===== config.mk =====
export PLATFORM = sky130hd
export DESIGN_NAME = div_iter_ctl
export DESIGN_NICKNAME = d
export VERILOG_FILES = /design/src/rtl/div_iter_ctl.sv
export SDC_FILE = /design/constraint.sdc
export NUM_CORES = 1
export LEC_CHECK = 0
export CORE_MARGIN = 4
export CORE_UTILIZATION = 40
export DETAILED_ROUTE_END_ITERATION = 8
export PLACE_DENSITY = 0.66
export SYNTH_ARGS = -nofsm -noshare
export SYNTH_HDL_FRONTEND = slang
export SYNTH_SLANG_ARGS = --single-unit

===== constraint.sdc =====
create_clock -name clk -period 6.4 [get_ports clk]
set_input_delay 1.92 -clock clk [delete_from_list [all_inputs] [get_ports clk]]
set_output_delay 1.92 -clock clk [all_outputs]
set_load 0.05 [all_outputs]

===== src/rtl/div_iter_ctl.sv =====
// Iterative restoring divider: signed/unsigned, BITS_PER_CYCLE quotient bits per
// ITER cycle, valid/ready on both sides, divide-by-zero and MIN/-1 fast paths.
module div_iter_ctl #(
  parameter int DATAWIDTH      = 64,
  parameter int BITS_PER_CYCLE = 1
) (
  input  logic                 clk,
  input  logic                 rst_n,
  input  logic                 flush,
  input  logic                 in_valid,
  output logic                 in_ready,
  input  logic                 op_signed,
  input  logic [DATAWIDTH-1:0] dividend,
  input  logic [DATAWIDTH-1:0] divisor,
  output logic                 out_valid,
  input  logic                 out_ready,
  output logic [DATAWIDTH-1:0] quotient,
  output logic [DATAWIDTH-1:0] remainder,
  output logic                 div_by_zero,
  output logic                 overflow,
  output logic                 busy
);

  localparam int W  = DATAWIDTH;
  localparam int N  = DATAWIDTH / BITS_PER_CYCLE;
  localparam int CW = $clog2(N) + 1;
  localparam logic [W-1:0]  MIN  = {1'b1, {(W-1){1'b0}}};
  localparam logic [CW-1:0] LAST = CW'(N - 1);

  typedef enum logic [2:0] {S_IDLE, S_PREP, S_ITER, S_FIX, S_DONE} state_t;

  state_t          r_state, w_state_nxt;
  logic            r_signed, r_qneg, r_rneg, r_dbz, r_ovf;
  logic [W-1:0]    r_a, r_b, r_d, r_quot, r_rem;
  logic [2*W-1:0]  r_pr;
  logic [CW-1:0]   r_cnt;

  logic            w_accept, w_a_neg, w_b_neg, w_dbz, w_ovf;
  logic [W-1:0]    w_a_abs, w_b_abs, w_q_fix, w_r_raw, w_r_fix;
  logic [2*W-1:0]  w_pr_nxt;
  logic [W:0]      w_hi;

  assign w_accept = (r_state == S_IDLE) && in_valid && !flush;
  assign w_a_neg  = r_signed && r_a[W-1];
  assign w_b_neg  = r_signed && r_b[W-1];
  assign w_a_abs  = w_a_neg ? (~r_a + 1'b1) : r_a;
  assign w_b_abs  = w_b_neg ? (~r_b + 1'b1) : r_b;
  assign w_dbz    = (r_b == '0);
  assign w_ovf    = r_signed && (r_a == MIN) && (r_b == '1);

  // Upper half holds the running remainder, lower half shifts dividend bits out
  // and quotient bits in. The shifted-out MSB is kept in w_hi so the compare
  // sees the full W+1-bit value.
  always_comb begin
    w_pr_nxt = r_pr;
    w_hi     = '0;
    for (int i = 0; i < BITS_PER_CYCLE; i++) begin
      w_hi     = w_pr_nxt[2*W-1:W-1];
      w_pr_nxt = {w_pr_nxt[2*W-2:0], 1'b0};
      if (w_hi >= {1'b0, r_d}) begin
        w_hi                = w_hi - {1'b0, r_d};
        w_pr_nxt[2*W-1:W]   = w_hi[W-1:0];
        w_pr_nxt[0]         = 1'b1;
      end
    end
  end

  assign w_r_raw = r_pr[2*W-1:W];
  assign w_q_fix = r_qneg ? (~r_pr[W-1:0] + 1'b1) : r_pr[W-1:0];
  assign w_r_fix = (r_rneg && (w_r_raw != '0)) ? (~w_r_raw + 1'b1) : w_r_raw;

  always_ff @(posedge clk or negedge rst_n) begin
    if (!rst_n) r_state <= S_IDLE;
    else        r_state <= w_state_nxt;
  end

  always_comb begin
    w_state_nxt = r_state;
    case (r_state)
      S_IDLE: if (in_valid) w_state_nxt = S_PREP;
      S_PREP: w_state_nxt = (w_dbz || w_ovf) ? S_DONE : S_ITER;
      S_ITER: if (r_cnt == LAST) w_state_nxt = S_FIX;
      S_FIX:  w_state_nxt = S_DONE;
      S_DONE: if (out_ready) w_state_nxt = S_IDLE;
      default: w_state_nxt = S_IDLE;
    endcase
    if (flush) w_state_nxt = S_IDLE;
  end

  always_ff @(posedge clk or negedge rst_n) begin
    if (!rst_n) begin
      r_signed <= 1'b0;
      r_qneg   <= 1'b0;
      r_rneg   <= 1'b0;
      r_dbz    <= 1'b0;
      r_ovf    <= 1'b0;
      r_a      <= '0;
      r_b      <= '0;
      r_d      <= '0;
      r_quot   <= '0;
      r_rem    <= '0;
      r_pr     <= '0;
      r_cnt    <= '0;
    end else begin
      if (w_accept) begin
        r_a      <= dividend;
        r_b      <= divisor;
        r_signed <= op_signed;
        r_dbz    <= 1'b0;
        r_ovf    <= 1'b0;
      end
      // quotient/remainder only change on the edge entering DONE
      if (!flush) begin
        case (r_state)
          S_PREP: begin
            r_qneg <= w_a_neg ^ w_b_neg;
            r_rneg <= w_a_neg;
            if (w_dbz) begin
              r_dbz  <= 1'b1;
              r_quot <= '1;
              r_rem  <= r_a;
            end else if (w_ovf) begin
              r_ovf  <= 1'b1;
              r_quot <= MIN;
              r_rem  <= '0;
            end else begin
              r_pr  <= {{W{1'b0}}, w_a_abs};
              r_d   <= w_b_abs;
              r_cnt <= '0;
            end
          end
          S_ITER: begin
            r_pr  <= w_pr_nxt;
            r_cnt <= r_cnt + CW'(1);
          end
          S_FIX: begin
            r_quot <= w_q_fix;
            r_rem  <= w_r_fix;
          end
          default: ;
        endcase
      end
    end
  end

  assign in_ready    = (r_state == S_IDLE);
  assign out_valid   = (r_state == S_DONE);
  assign busy        = (r_state != S_IDLE);
  assign quotient    = r_quot;
  assign remainder   = r_rem;
  assign div_by_zero = r_dbz;
  assign overflow    = r_ovf;

endmodule


==> flow_summary.toml <==
[setup_path]
required_ps = 6900
regToRegSetupSlack_ps = 750
path_class = "flip-flop to flip-flop"
r2r_start = "r_a[0]"
timing.rr.end = "r_pr[50]"
critPathMaxFanout = 50
start_kind = "flip-flop"
cp-endpoint = "r_pr[50]"
critPathLaunch = "r_a[0]"
cp-end-kind = "flip-flop"
arrival_ps = 6140
reg2reg_depth = 12

[yosys]
synth-seq-area-share_pct = 41.0
async_flop_share_pct = 100
synth_xor_area_share_pct = 9.32
synth-seq-cells = 463
syn-num-nets = 3394
ys_types = 81
yosys-mux-area-fraction_pct = 5.72
synth_compound_area_share_pct = 21.0
synth_ff_type = "dfrtp_1"
synth_area_mm2 = 0.0283
syn_area_per_cell_um2 = 8.87
yosysWarnings = 0
synth_simple_gate_area_share_pct = 15.3
synth_top_family_by_area = "compound AO/OA/AOI/OAI gates"
synth_cells = 3189
synth_edf_count = 0
synthAdderAreaFrac_pct = 3.17

[timing]
max_freq_ghz = 0.177
finalSetupViolCount = 0
setup_tns_ps = 0
drv_slew = 0
period_share_pct = 88.3
clock_skew_ps = 20.4
tightest_slew_ps = 1140
rsz0062_at_grt = "no"
period_needed_ps = 5650
timing.slew.headroom_pct = 23.7
hold_viol = 0

[finish]
design_area_mm2 = 0.0334
stdcell_count = 4312
layout_commonest_cell = "dfrtp_1"
drive_gt1_share_pct = 8.31
mostFrequentLayoutCells = "dfrtp_1 (462), o21ai_0 (352), nand2_1 (330)"
nets = 3535
multiInputGateArea_mm2 = 0.0155
final-seq-area_mm2 = 0.0116
n_fill_cell = 6750
area_growth_pct = 18.2

[job]
cap_viol_max_count = 0

[routing]
wire_per_inst_um = 19.7
drt_iter0_drc = 2248
wirelength_um = 84800
firstDrtPassIters = 6
viasPerCell = 5.59
drc_errors = 0
antenna_left = 0
vias = 24120

[placement]
dp_hpwl_um = 63200
gp_congestion = 0.938
port_buffers = 266
place_area_mm2 = 0.0316
placed_cells = 4215

[clock_tree]
ctsHoldBuffers = 0
clock_path_buffers = 3
post-cts-setup-buffers = 0
cts_root_buf = "clkbuf_16"
cts_buffers = 53
cts_resized = 0
clk_pin_slew_ps = 60
cts_tree = "done"
cts.htree.levels = 2
insertion_delay_ps = 620
numClockSinks = 463

[floorplanning]
die_height_um = 274
core_area_mm2 = 0.0700
io_pins = 267
rows = 97
dieWidth_um = 274
die_area_mm2 = 0.0750
initial_core_util_pct = 40.4

[power]
cellLeakagePower_nw = 13.7
power.density_mw_per_mm2 = 527
peakVddDrop_v = 0.000281
total_power_mw = 17.6

[hold_path]
hold_class = "flip-flop to flip-flop"

[global_routing]
grt_pass1_vias = 22899
antenna_found_initial = 4
gr-total-overflow = 0
grt_pass1_wl_um = 133000
grt_usage_pct = 22.0
grt_start_max_net_pins = 138

[outcome]
outcome = "finished clean"
[report_power, final]
part | switching, mW | internal, mW | leakage, nW | total (mW)
clock | 1.28 | 1.95 | 0.910 | 3.22
sequential | 1.60 | 3.93 | 5.93 | 5.53
combinational | 5.20 | 3.65 | 6.85 | 8.85
total | 8.07 | 9.53 | 13.7 | 17.6
[worst max-delay path, stage by stage, from the launching register on]
cell and delay (ps):
dfrtp_1 430, inv_1 110, ha_1 170, nor3b_1 480, nand3_1 250, nor3_1 660
nand3_1 600, nor4_2 880, nor2_1 180, nand2_2 870, buf_4 510, nor2_1 100
a221o_1 270
[synth_stat cells (all sizes together) (17+ instances only)]
master  count  area (um2)
a21o       31         233
a21oi     225        1130
a221o      45         450
a22o       24         210
a22oi      49         368
a31oi      69         432
and3       17         106
buf        49         265
clkbuf    155         582
dfrtp     463       11600
ha         70         876
inv       116         435
mux2      132        1490
nand2     331        1240
nand2b     23         151
nand3      44         220
nand4      46         288
nor2      260         986
nor3       56         297
nor4       30         221
o21ai     368        1840
o31ai      46         345
o41ai      30         285
or3        40         255
or4        19         150
xnor2     178        1560
xor2      123        1080
[how the worst min path moves through the flow]
stage | startpoint | end | cells past startpoint
after global placement | quotient[32] | quotient[32] | 2
final | remainder[13] | remainder[13] | 2
after CTS | remainder[5] | remainder[5] | 2
after global routing | r_d[62] | r_d[62] | 2
after floorplan | r_cnt[6] | r_cnt[6] | 1
after detailed placement | remainder[5] | remainder[5] | 2
[through the flow]
step                hold WS (ps)  util, %  setup WS, ps
detailed placement           470     45.1           825
CTS                          483     47.7           817
global route                 502     47.7           349
global placement             461     45.1           902
finish                       475     47.7           752
floorplan                    441        -          2670
[layer usage]
layer,GRT usage [%],wire length [um]
met2,33.5,36900
met3,4.11,6240
met4,6.04,2200
met1,32.3,39500
met5,0,21
[final cells by class]
cell class	instances	area share [%]
Antenna cell	2	0.0150
Clock buffer	75	4.58
Clock inverter	20	0.943
Inverter	116	1.30
Multi-Input combinational cell	2406	46.3
Sequential cell	463	34.7
Tap cell	940	3.52
Timing Repair Buffer	290	8.67
[cells by family (layout without fill, tap and decap cells)]
group	Yosys count	after routing
AO/OA/AOI/OAI	966	966
flip-flops	463	463
XOR/XNOR	301	301
multiplexers	145	145
other	0	2
AND/OR/NAND/NOR	923	923
buffers and inverters	320	501
adder cells (fa/ha/maj)	71	71
[registers in the layout (all words and copies together) (netlist names)]
signal	cells
r_a	64
r_d	64
r_signed	1
quotient	64
r_rneg	1
overflow	1
r_cnt	7
remainder	64
r_b	64
r_state	3
div_by_zero	1
r_pr	128
r_qneg	1
(Power assumes the default switching activity.)
